### src/rtl/s100_hold_pkg.sv
// Shared types and defaults for the S-100 bus-hold sequencer.
// Imported by the hold controller and its testbench.
package s100_hold_pkg;

    localparam int CNT_W       = 16;
    localparam int SETTLE_DEF  = 2;
    localparam int TIMEOUT_DEF = 1024;

    localparam logic [2:0] ST_IDLE    = 3'd0;
    localparam logic [2:0] ST_REQ     = 3'd1;
    localparam logic [2:0] ST_DISABLE = 3'd2;
    localparam logic [2:0] ST_GRANT   = 3'd3;
    localparam logic [2:0] ST_UNGRANT = 3'd4;
    localparam logic [2:0] ST_RELEASE = 3'd5;

    typedef enum logic [2:0] {
        S_IDLE    = ST_IDLE,
        S_REQ     = ST_REQ,
        S_DISABLE = ST_DISABLE,
        S_GRANT   = ST_GRANT,
        S_UNGRANT = ST_UNGRANT,
        S_RELEASE = ST_RELEASE
    } hold_state_t;

    typedef struct packed {
        logic busrq_n;
        logic mux_select;
        logic phlda;
        logic active;
    } hold_out_t;

    function automatic hold_out_t decode_out(hold_state_t s);
        hold_out_t o;
        o.busrq_n    = !(s inside {S_REQ, S_DISABLE, S_GRANT, S_UNGRANT});
        o.mux_select = s inside {S_DISABLE, S_GRANT, S_UNGRANT};
        o.phlda      = (s == S_GRANT);
        o.active     = (s != S_IDLE);
        return o;
    endfunction

endpackage

### src/rtl/sync_2ff.sv
// Two-flop synchronizer for asynchronous S-100 inputs.
// Both flops clear to 0 on reset.
module sync_2ff (
    input  logic clock,
    input  logic reset_n,
    input  logic d,
    output logic q
);

    logic meta;

    always_ff @(posedge clock or negedge reset_n) begin
        if (!reset_n) begin
            meta <= 1'b0;
            q    <= 1'b0;
        end else begin
            meta <= d;
            q    <= meta;
        end
    end

endmodule

### src/rtl/s100_hold_ctl.sv
// S-100 HOLD*/pHLDA sequencer: parks the Z80 via BUSRQ/BUSAK and
// blanks the control bus before granting, reversing on release.
module s100_hold_ctl
    import s100_hold_pkg::*;
#(
    parameter int SETTLE_CYCLES  = SETTLE_DEF,
    parameter int TIMEOUT_CYCLES = TIMEOUT_DEF
) (
    input  logic clock,
    input  logic reset_n,
    input  logic hold_req_n,
    input  logic cpu_busak_n,
    input  logic err_clr,
    output logic cpu_busrq_n,
    output logic mux_select,
    output logic phlda,
    output logic hold_active,
    output logic timeout_err
);

    localparam logic [CNT_W-1:0] SETTLE   = CNT_W'(SETTLE_CYCLES);
    localparam logic [CNT_W-1:0] TMO_LAST = CNT_W'(TIMEOUT_CYCLES - 1);

    logic             hold_req;
    logic             hold_sync;
    logic             lockout;
    logic [CNT_W-1:0] cnt;
    hold_state_t      state;
    hold_out_t        outs;

    assign hold_req = ~hold_req_n;

    sync_2ff u_sync (
        .clock   (clock),
        .reset_n (reset_n),
        .d       (hold_req),
        .q       (hold_sync)
    );

    always_ff @(posedge clock or negedge reset_n) begin
        if (!reset_n) begin
            state       <= S_IDLE;
            outs        <= decode_out(S_IDLE);
            cnt         <= '0;
            lockout     <= 1'b0;
            timeout_err <= 1'b0;
        end else begin
            if (err_clr)
                timeout_err <= 1'b0;
            case (state)
                S_IDLE: begin
                    if (!hold_sync)
                        lockout <= 1'b0;
                    if (hold_sync && !lockout) begin
                        state <= S_REQ;
                        outs  <= decode_out(S_REQ);
                        cnt   <= '0;
                    end
                end
                S_REQ: begin
                    if (!hold_sync) begin
                        state <= S_RELEASE;
                        outs  <= decode_out(S_RELEASE);
                    end else if (!cpu_busak_n) begin
                        state <= S_DISABLE;
                        outs  <= decode_out(S_DISABLE);
                        cnt   <= SETTLE;
                    end else if (cnt == TMO_LAST) begin
                        // set after the err_clr above so a same-cycle set wins
                        state       <= S_RELEASE;
                        outs        <= decode_out(S_RELEASE);
                        timeout_err <= 1'b1;
                        lockout     <= 1'b1;
                    end else begin
                        cnt <= cnt + 1'b1;
                    end
                end
                S_DISABLE: begin
                    if (!hold_sync) begin
                        state <= S_UNGRANT;
                        outs  <= decode_out(S_UNGRANT);
                        cnt   <= SETTLE;
                    end else begin
                        cnt <= cnt - 1'b1;
                        if (cnt <= CNT_W'(1)) begin
                            state       <= S_GRANT;
                            outs        <= decode_out(S_GRANT);
                            timeout_err <= 1'b0;
                        end
                    end
                end
                S_GRANT: begin
                    if (!hold_sync) begin
                        state <= S_UNGRANT;
                        outs  <= decode_out(S_UNGRANT);
                        cnt   <= SETTLE;
                    end
                end
                S_UNGRANT: begin
                    cnt <= cnt - 1'b1;
                    if (cnt <= CNT_W'(1)) begin
                        state <= S_RELEASE;
                        outs  <= decode_out(S_RELEASE);
                    end
                end
                S_RELEASE: begin
                    if (cpu_busak_n) begin
                        state <= S_IDLE;
                        outs  <= decode_out(S_IDLE);
                    end
                end
                default: begin
                    state <= S_RELEASE;
                    outs  <= decode_out(S_RELEASE);
                end
            endcase
        end
    end

    assign cpu_busrq_n = outs.busrq_n;
    assign mux_select  = outs.mux_select;
    assign phlda       = outs.phlda;
    assign hold_active = outs.active;

endmodule

### config.mk
export PLATFORM = sky130hd
export DESIGN_NAME = s100_hold_ctl
export DESIGN_NICKNAME = d
export VERILOG_FILES = /design/src/rtl/s100_hold_pkg.sv /design/src/rtl/sync_2ff.sv /design/src/rtl/s100_hold_ctl.sv
export SDC_FILE = /design/constraint.sdc
export NUM_CORES = 1
export LEC_CHECK = 0
export CORE_ASPECT_RATIO = 0.9
export CORE_MARGIN = 2
export CORE_UTILIZATION = 50
export DETAILED_ROUTE_END_ITERATION = 12
export HOLD_SLACK_MARGIN = 0.05
export PLACE_DENSITY = 0.69
export RECOVER_POWER = 25
export SYNTH_ARGS = -nofsm -noshare
export SYNTH_HDL_FRONTEND = slang
export SYNTH_HIERARCHICAL = 1
export SYNTH_SLANG_ARGS = --single-unit
export TNS_END_PERCENT = 100
### constraint.sdc
create_clock -name clock -period 3.55 [get_ports clock]
set_input_delay 0.355 -clock clock [delete_from_list [all_inputs] [get_ports clock]]
set_output_delay 0.355 -clock clock [all_outputs]
set_load 0.01 [all_outputs]
==> summary.txt, run 1 <==
first-pass GRT wire length: 8690 um
PnR worst setup slack: 0.774 ns
NetSw: 0.920 mW
GP Congestion: 0.891
clock share of power: 10.5%
Cells after DPL: 293
final wirelength: 5220 um
Final Cycle Share: 78.2%
Pre-antenna DRT Iters: 5
Cell Pwr Density: 825 nW/um2
syn_nets: 266
Critical R2R Capture: mux_select$_DFFE_PN0P_
WHS Path Cells: 0
CP endpoint kind: flip-flop
switch share: 50.7%
vias in the first global route: 1707
Clock Sinks: 27
remaining antenna violation count: 0
CP cell instances: nor4bb_1 > nor2_1 > o211ai_1 > a31oi_4 > mux2_2
max_cap viols: 0
measured slew at the worst slew-check pin: 1.42 ns
final hold vios: 0
Port Buffers: 9
r2r startpoint: state[0]$_DFFE_PN0P_
synthesis-stage register bit count: 27
Max Slew Vio Count: 0
share of cells above drive strength 1: 6.83%
initial core utilization: 51.6%
Max VDD drop: 0.000433 V
total power: 1.81 mW
DIE HEIGHT: 65.3 um
Seq pwr share: 32.7%
H-tree levels: 1
Reg2Reg Depth: 5
clk_skew: 0.00352 ns
Tmin final: 2.78 ns
CTS buffer count: 3
vias: 1955
CP required: 3.73 ns
# diodes: 0
# hold bufs at CTS: 0
CTS tree: yes
WL/cell: 17.6 um
routed vias/inst: 6.58
register-to-register setup slack: 0.77 ns
Cell Count, Final, Fillers Out: 297
async set-reset flop share out of synthesis: 100%
Avg Cell Area, Syn: 8.10 um2
Chip Width: 72.1 um
post-CTS setup buffers: 0
most frequent cell after synthesis: dfrtp_1
Layout area overhead: 5.21%
post-cts resize count: 0
Clock Tree Root: clkbuf_8
# setup viols final: 0
setup TNS: 0 ns
Peak Freq: 360 MHz
Post-synth EDFFs: 0
Crit-path slowest cell: nor2_1
status: finished clean
initial antenna violation count: 0
Clock Latency Late Sink: 0.29 ns
cell row count: 22
hold endpoint: u_sync/q$_DFF_PN0_
CTS max path bufs: 2
core region area: 4050 um2
Leakage: 0.835 nW
CP max stage delay: 0.91 ns
Hold Crit Start: u_sync/meta$_DFF_PN0_
IO Pins: 10
RSZ-0062 raised after global routing: false
Synth top cells by count: dfrtp_1, a31oi_1, nor2_1
HP Class: reg2reg
number of distinct library cells after synthesis: 55
combinational share of power: 56.8%
Pint: 0.893 mW
Slew headroom: 5.14%
largest net degree at the start of global routing: 28
critical path class: reg2reg
Cells after Synth: 258
full die area: 4710 um2
total grt overflow: 0
post-synth top area cell: dfrtp_1
synth top area cells: dfrtp_1, a31oi_1, o21ai_0
WP data arrival: 2.96 ns
worst hold margin: 0.359 ns
ys flop type: dfrtp_1
top cell type's share of synthesized area: 31.1%
clock-pin slew on the worst setup and hold paths: 0.10 ns
Post-Synthesis Cell Area: 2090 um2
crit-path max FO: 20
Layout Nets: 258
All-Layer GR Usage: 23.5%
pre-CTS WS: 0.809 ns
DRC Markers: 0
Synthesis Warnings: 6
HPWL after DPL: 3610 um
DRT iter0 DRCs: 194
startpoint types: flip-flop
sequential fraction of the synthesis area: 32.4%
## power groups by stage
stage	Combinational [mW]	Clock, mW	Sequential [mW]
6_report	1.03	0.191	0.592
3_3_place_gp	1.02	0	0.588
5_1_grt	1.14	0.203	0.611
2_1_floorplan	0.903	0	0.467
3_5_place_dp	1.02	0	0.590
4_1_cts	1.02	0.192	0.583
## state kept, by name, indices dropped and copies added, names as in the netlist
name / cells
hold_active: 1
mux_select: 1
state: 3
cnt: 16
u_sync/meta: 1
cpu_busrq_n: 1
timeout_err: 1
phlda: 1
lockout: 1
u_sync/q: 1
## worst max-delay path by stage
stage               slack, ns                 start                endpoint  depth (start not counted)
global route             0.62  state[2]$_DFFE_PN0P_  mux_select$_DFFE_PN0P_                          5
finish                   0.77  state[0]$_DFFE_PN0P_  mux_select$_DFFE_PN0P_                          5
global placement         0.85  state[0]$_DFFE_PN0P_  mux_select$_DFFE_PN0P_                          5
CTS                      0.78  state[0]$_DFFE_PN0P_  mux_select$_DFFE_PN0P_                          5
detailed placement       0.81  state[0]$_DFFE_PN0P_  mux_select$_DFFE_PN0P_                          5
floorplan                1.37   cnt[12]$_DFFE_PN0P_  mux_select$_DFFE_PN0P_                          7
## critical path: cells and delay by family, from the launching register on
family             cells  cell delay, ns
AOI/OAI and AO/OA      2            0.53
DFF                    1            0.69
muxes                  1            0.36
and+or+nand+nor        2            1.09
## cells in the final DEF (no fill, tap or decap), drive strengths merged, types with 7 or more instances in the layout
cell	n
inv	11
dfrtp	26
nand3	8
clkdlybuf4s50	7
nand2	16
nand2b	7
nor2	17
nor3	7
o31ai	10
a31oi	20
a21oi	11
o21ai	17
## layout make-up
type / instances / area, um2
Inverter: 11 / 41.3
Timing Repair Buffer: 13 / 116
Clock inverter: 1 / 7.51
Sequential cell: 27 / 677
Fill cell: 377 / 1850
Tap cell: 48 / 60.1
Multi-Input combinational cell: 194 / 1250
Clock buffer: 3 / 41.3
## metrics by stage
stage / utilization, % / instance area, um2
after floorplan: - / 2090
after global placement: 53.2 / 2150
after detailed placement: 53.2 / 2150
after CTS: 54.4 / 2200
after global routing: 54.3 / 2200
final: 54.3 / 2200
## cell families after synthesis
| kind of cell | count (synthesis) | share of synthesized area, % |
|---|---|---|
| adders and majority gates | 3 | 1.80 |
| DFF | 27 | 32.4 |
| and+or+nand+nor | 95 | 25.6 |
| AOI/OAI and AO/OA | 91 | 30.3 |
| muxes | 3 | 1.50 |
| buffers and inverters | 37 | 7.55 |
| xor gates and xnor gates | 2 | 0.838 |
## layer usage
metal  vias to the layer above  wire, um  global-route usage [%]
met1                       906      2670                    38.2
met4                         0        70                    6.37
met2                        72      2110                    30.7
met5                         -         0                       0
li1                        968         -                       -
met3                         9       372                    4.60
No activity file was read; power rests on OpenSTA's default activity.
==> run 2, diff against run 1 <==
- PLACE_DENSITY: 0.69 -> 0.72
- clock period: 3.55 -> 2.5 ns (I/O delays scaled with it)
==> run 2 against run 1 <==
Against the previous run:
- the run now ends with max-capacitance violations, max-slew violations left
- flip-flop and latch count stayed put
- critical path type unchanged
- sequential share of layout area shrank 2.3 points
- register-to-register slack got worse by 0.54 ns
- highest routed layer unchanged
- routed wire length grew 6.6%
- maximum frequency is 23% higher
- first-iteration DRC count increased by 15%
- sequential power increased by 26%
- clock skew about the same
- non-clock buffer count rose by 23
==> summary.txt, run 2 (same netlist as run 1, synthesis figures left out) <==
initial core utilization: 51.6% (unchanged)
status: finished, violations left (was finished clean)
CTS max path bufs: 2 (unchanged)
HP Class: reg2reg (unchanged)
Critical R2R Capture: cnt[14]$_DFFE_PN0P_ (was mux_select$_DFFE_PN0P_)
# setup viols final: 0 (unchanged)
CTS buffer count: 3 (unchanged)
routed vias/inst: 6.62 (was 6.58)
Clock Sinks: 27 (unchanged)
most frequent cells in the layout: dfrtp_1, buf_4, a31oi_1 (was dfrtp_1, a31oi_1, nor2_1)
IO Pins: 10 (unchanged)
WHS Path Cells: 0 (unchanged)
max_cap viols: 1 (was 0)
largest reg by FF count: cnt (unchanged)
crit-path most repeated cell: or4_1
HPWL after DPL: 3950 um (was 3610 um)
Cells after DPL: 316 (was 293)
fillers: 379 (was 377)
largest net degree at the start of global routing: 28 (unchanged)
initial antenna violation count: 0 (unchanged)
Max Slew Vio Count: 28 (was 0)
DIE HEIGHT: 65.3 um (unchanged)
Worst Setup EP: cnt[14]$_DFFE_PN0P_ (was mux_select$_DFFE_PN0P_)
startpoint types: flip-flop (unchanged)
clk_skew: 0.00395 ns (was 0.00352 ns)
final wirelength: 5560 um (was 5220 um)
total grt overflow: 0 (unchanged)
clock-pin slew on the worst setup and hold paths: 0.10 ns (about the same)
worst setup path startpoint: cnt[10]$_DFFE_PN0P_ (was state[0]$_DFFE_PN0P_)
r2r startpoint: cnt[10]$_DFFE_PN0P_ (was state[0]$_DFFE_PN0P_)
Clock Tree Root: clkbuf_8 (unchanged)
share of cells above drive strength 1: 14.7% (was 6.83%)
Clock Latency Late Sink: 0.28 ns (was 0.29 ns)
DRC Markers: 0 (unchanged)
combined flip-flop and latch cell area: 677 um2 (unchanged)
GP Congestion: 0.877 (was 0.891)
first-pass GRT wire length: 9390 um (was 8690 um)
failing checks: max-capacitance violations, max-slew violations
Port Buffers: 9 (unchanged)
remaining antenna violation count: 0 (unchanged)
Layout area overhead: 13.5% (was 5.21%)
Cell Pwr Density: 1180 nW/um2 (was 825 nW/um2)
CP required: 2.72 ns (was 3.73 ns)
Reg2Reg Depth: 5 (unchanged)
DRT iter0 DRCs: 223 (was 194)
Max VDD drop: 0.000591 V (was 0.000433 V)
WP data arrival: 2.49 ns (was 2.96 ns)
Tmin final: 2.27 ns (was 2.78 ns)
Final Cycle Share: 90.6% (was 78.2%)
crit-path max FO: 9 (was 20)
full die area: 4710 um2 (unchanged)
CP endpoint kind: flip-flop (unchanged)
Layout Nets: 281 (was 258)
CTS tree: yes (unchanged)
Cell Count, Final, Fillers Out: 320 (was 297)
PnR worst setup slack: 0.234 ns (was 0.774 ns)
vias: 2117 (was 1955)
Slew headroom: -1.06% (was 5.14%)
RSZ-0062 raised after global routing: false (unchanged)
Leakage: 0.950 nW (was 0.835 nW)
WL/cell: 17.4 um (was 17.6 um)
# diodes: 0 (unchanged)
setup TNS: 0 ns (unchanged)
Pre-antenna DRT Iters: 5 (unchanged)
Crit-path slowest cell: or4_4 (was nor2_1)
vias in the first global route: 1841 (was 1707)
fin util: 58.6% (was 54.3%)
register-to-register setup slack: 0.23 ns (was 0.77 ns)
Chip Width: 72.1 um (unchanged)
Peak Freq: 441 MHz (was 360 MHz)
final hold vios: 0 (unchanged)
Largest register FFs: 16 (unchanged)
CP cell instances: or4_4 > or4_1 > or4_1 > and3_1 > o21ai_2 (was nor4bb_1 > nor2_1 > o211ai_1 > a31oi_4 > mux2_2)
H-tree levels: 1 (unchanged)
pre-CTS WS: 0.179 ns (was 0.809 ns)
Largest regs: cnt x16, state x3 (unchanged)
CP max stage delay: 0.58 ns (was 0.91 ns)
All-Layer GR Usage: 25.5% (was 23.5%)
cell row count: 22 (unchanged)
core region area: 4050 um2 (unchanged)
measured slew at the worst slew-check pin: 1.52 ns (was 1.42 ns)
critical path class: reg2reg (unchanged)
area of the multi-input gates: 1260 um2 (was 1250 um2)
[run 2: changes by cell type in the layout (fill, tap and decap cells not counted), sizes merged]
cell and delta:
buf +23, clkbuf +1, clkinvlp -1
[run 2: metrics by stage]
step           total power [mW]  hold WS, ns  instance area, um2
5_1_grt                    3.03        0.367                2370
4_1_cts                    2.76        0.348                2370
2_1_floorplan              1.95      -0.0456                2090
3_5_place_dp               2.49        0.342                2330
6_report                   2.81        0.362                2370
3_3_place_gp               2.46        0.338                2330
[run 2: how the worst min path moves through the flow]
stage,end,startpoint
6_report,u_sync/q$_DFF_PN0_,u_sync/meta$_DFF_PN0_
3_3_place_gp,u_sync/q$_DFF_PN0_,u_sync/meta$_DFF_PN0_
4_1_cts,cnt[13]$_DFFE_PN0P_,reset_n
2_1_floorplan,cnt[0]$_DFFE_PN0P_,reset_n
5_1_grt,u_sync/q$_DFF_PN0_,u_sync/meta$_DFF_PN0_
3_5_place_dp,u_sync/q$_DFF_PN0_,u_sync/meta$_DFF_PN0_
[run 2: what timing repair did]
action,in CTS,in global routing
hold buffers,0,0
setup buffers,0,0
gates resized for setup,0,1
endpoints found under the setup margin,0,3
[run 2: report_power, final]
part | switching [mW] | leakage [nW] | internal, mW
sequential | 0.181 | 0.352 | 0.566
clock | 0.152 | 0.0228 | 0.115
combinational | 1.03 | 0.575 | 0.766
total | 1.36 | 0.950 | 1.45
[run 2: cell type report]
type | instances | area share [%]
clock buffer | 4 | 1.90
inverter | 11 | 1.74
multi-input combinational | 194 | 53.1
sequential | 27 | 28.5
tap | 48 | 2.53
timing repair buffer | 36 | 12.2
[run 2: worst max-delay path: cells and delay by family, from the launching register on]
family | cells | cell delay (ns)
flip-flops | 1 | 0.49
AND/OR/NAND/NOR | 4 | 1.61
AO/OA/AOI/OAI | 1 | 0.10
[run 2: layer usage]
metal,track usage [%],up-vias,wire (um)
li1,-,1019,-
met1,39.5,983,2650
met2,35.4,107,2290
met3,5.37,8,560
met4,6.37,0,56
met5,0,-,0
==> run 3, diff against run 2 <==
- CELL_PAD_IN_SITES_DETAIL_PLACEMENT: default -> 2
- CELL_PAD_IN_SITES_GLOBAL_PLACEMENT: default -> 2
- CORE_UTILIZATION: 50 -> 33
- CTS_CLUSTER_DIAMETER: default -> 150
- PLACE_DENSITY: 0.72 -> 0.77
==> run 3 against run 2 <==
Against the previous run:
- the run still ends with max-capacitance violations, max-slew violations left
- clock skew up 0.0035 ns
- global-route usage is 2.1 points lower
- die area up 48%
- register-to-register slack worse by 0.07 ns
==> summary.txt, run 3 (same netlist as run 1, synthesis figures left out) <==
status: finished, violations left (unchanged)
failing checks: max-capacitance violations, max-slew violations (unchanged)
core region area: 6110 um2 (was 4050 um2)
All-Layer GR Usage: 23.4% (was 25.5%)
initial antenna violation count: 0 (unchanged)
Worst Setup EP: mux_select$_DFFE_PN0P_ (was cnt[14]$_DFFE_PN0P_)
DRC Markers: 0 (unchanged)
Clock Sinks: 27 (unchanged)
Layout area overhead: 17.2% (was 13.5%)
largest reg by FF count: cnt (unchanged)
IO Pins: 10 (unchanged)
clock-pin slew on the worst setup and hold paths: 0.10 ns (about the same)
worst setup path startpoint: cnt[0]$_DFFE_PN0P_ (was cnt[10]$_DFFE_PN0P_)
Clock Latency Late Sink: 0.27 ns (was 0.28 ns)
WP data arrival: 2.50 ns (was 2.49 ns)
setup TNS: 0 ns (unchanged)
WL/cell: 21.3 um (was 17.4 um)
post-CTS setup buffers: 0 (unchanged)
r2r startpoint: cnt[0]$_DFFE_PN0P_ (was cnt[10]$_DFFE_PN0P_)
clk_skew: 0.00748 ns (was 0.00395 ns)
cell row count: 27 (was 22)
fin area: 2450 um2 (was 2370 um2)
total power: 2.97 mW (was 2.81 mW)
Max Slew Vio Count: 28 (unchanged)
largest net degree at the start of global routing: 28 (unchanged)
post-cts resize count: 0 (unchanged)
WP depth: 6 (was 5)
CTS max path bufs: 2 (unchanged)
share of cells above drive strength 1: 16.0% (was 14.7%)
CTS buffer count: 3 (unchanged)
measured slew at the worst slew-check pin: 1.58 ns (was 1.52 ns)
DIE HEIGHT: 79.5 um (was 65.3 um)
Peak Freq: 429 MHz (was 441 MHz)
Clock Tree Root: clkbuf_8 (unchanged)
critical path class: reg2reg (unchanged)
final hold vios: 0 (unchanged)
register-to-register setup slack: 0.17 ns (was 0.23 ns)
Pre-antenna DRT Iters: 4 (was 5)
most common cell after layout, fill and taps aside: buf_4
CTS tree: yes (unchanged)
vias: 2191 (was 2117)
total grt overflow: 0 (unchanged)
routed vias/inst: 6.05 (was 6.62)
# diodes: 0 (unchanged)
HPWL after DPL: 5660 um (was 3950 um)
CP delay by family, top: simple AND/OR/NAND/NOR gates (unchanged)
worst path bufs/invs: 0 (unchanged)
Reg2Reg Depth: 6 (was 5)
initial core utilization: 34.2% (was 51.6%)
Largest regs: cnt x16, state x3 (unchanged)
max_cap viols: 1 (unchanged)
Critical R2R Capture: mux_select$_DFFE_PN0P_ (was cnt[14]$_DFFE_PN0P_)
Chip Width: 87.9 um (was 72.1 um)
first-pass GRT wire length: 12600 um (was 9390 um)
Slew headroom: -5.45% (was -1.06%)
worst hold margin: 0.356 ns (was 0.362 ns)
CP max stage delay: 0.49 ns (was 0.58 ns)
DRT iter0 DRCs: 114 (was 223)
CP required: 2.66 ns (was 2.72 ns)
# setup viols final: 0 (unchanged)
placed inst area: 2400 um2 (was 2330 um2)
CP cell instances: ha_1 > nand3_1 > nor4_2 > nand2b_1 > a31oi_4 > mux2_2 (was or4_4 > or4_1 > or4_1 > and3_1 > o21ai_2)
CP endpoint kind: flip-flop (unchanged)
GP Congestion: 0.838 (was 0.877)
HP Class: reg2reg (unchanged)
Max VDD drop: 0.000453 V (was 0.000591 V)
Port Buffers: 9 (unchanged)
Layout Nets: 284 (was 281)
Cell Pwr Density: 1210 nW/um2 (was 1180 nW/um2)
vias in the first global route: 2338 (was 1841)
full die area: 6990 um2 (was 4710 um2)
Largest register FFs: 16 (unchanged)
H-tree levels: 1 (unchanged)
final wirelength: 7720 um (was 5560 um)
most frequent cells in the layout: buf_4, dfrtp_1, a31oi_1 (was dfrtp_1, buf_4, a31oi_1)
Crit-path slowest cell: dfrtp_1 (was or4_4)
crit-path max FO: 8 (was 9)
Tmin final: 2.33 ns (was 2.27 ns)
remaining antenna violation count: 0 (unchanged)
# hold bufs at CTS: 0 (unchanged)
Leakage: 0.967 nW (was 0.950 nW)
startpoint types: flip-flop (unchanged)
Final Cycle Share: 93.3% (was 90.6%)
run 3: cell count changes in the layout (fill, tap and decap cells not counted), sizes merged:
cell,change
buf,+3
run 3: worst min path at each step:
stage	from	end	slack, ns	cells after the start
floorplan	reset_n	cnt[0]$_DFFE_PN0P_	-0.05	0
global placement	u_sync/meta$_DFF_PN0_	u_sync/q$_DFF_PN0_	0.33	0
detailed placement	u_sync/meta$_DFF_PN0_	u_sync/q$_DFF_PN0_	0.34	0
CTS	u_sync/meta$_DFF_PN0_	u_sync/q$_DFF_PN0_	0.36	0
global route	u_sync/meta$_DFF_PN0_	u_sync/q$_DFF_PN0_	0.37	0
finish	u_sync/meta$_DFF_PN0_	u_sync/q$_DFF_PN0_	0.36	0
run 3: metrics by stage:
step,std cells,utilization [%],worst slack (ns)
after floorplan,258,-,0.320
after global placement,358,39.2,0.216
after detailed placement,358,39.2,0.115
after CTS,362,39.9,0.0664
after global routing,362,40.1,-0.00705
final,362,40.1,0.167
run 3: cell type report:
class                   count  area [um2]
fillers                   675        3660
inverters                  11        41.3
repair buffers             39         312
flip-flops and latches     27         677
well taps                  87         109
multi-input cells         194        1270
clock buffers               4        45.0
run 3: worst register-to-register path, stage by stage (launching register included):
cell and delay (ns):
dfrtp_1 0.49, ha_1 0.23, nand3_1 0.16, nor4_2 0.48
nand2b_1 0.20, a31oi_4 0.29, mux2_2 0.36
run 3: report_power, final:
| group | leakage [nW] | internal (mW) | total (mW) | switching [mW] |
|---|---|---|---|---|
| Combinational | 0.592 | 0.793 | 1.98 | 1.18 |
| Sequential | 0.352 | 0.566 | 0.740 | 0.174 |
| Clock | 0.0228 | 0.114 | 0.255 | 0.140 |
run 3: per-layer routing:
| layer | GRT usage, % | part of all wire, % | vias up |
|---|---|---|---|
| met3 | 3.00 | 3.1 | 4 |
| met5 | 0 | 0 | - |
| met1 | 32.0 | 46 | 1136 |
| li1 | - | - | 1016 |
| met2 | 39.8 | 50 | 35 |
| met4 | 4.15 | 0.61 | 0 |
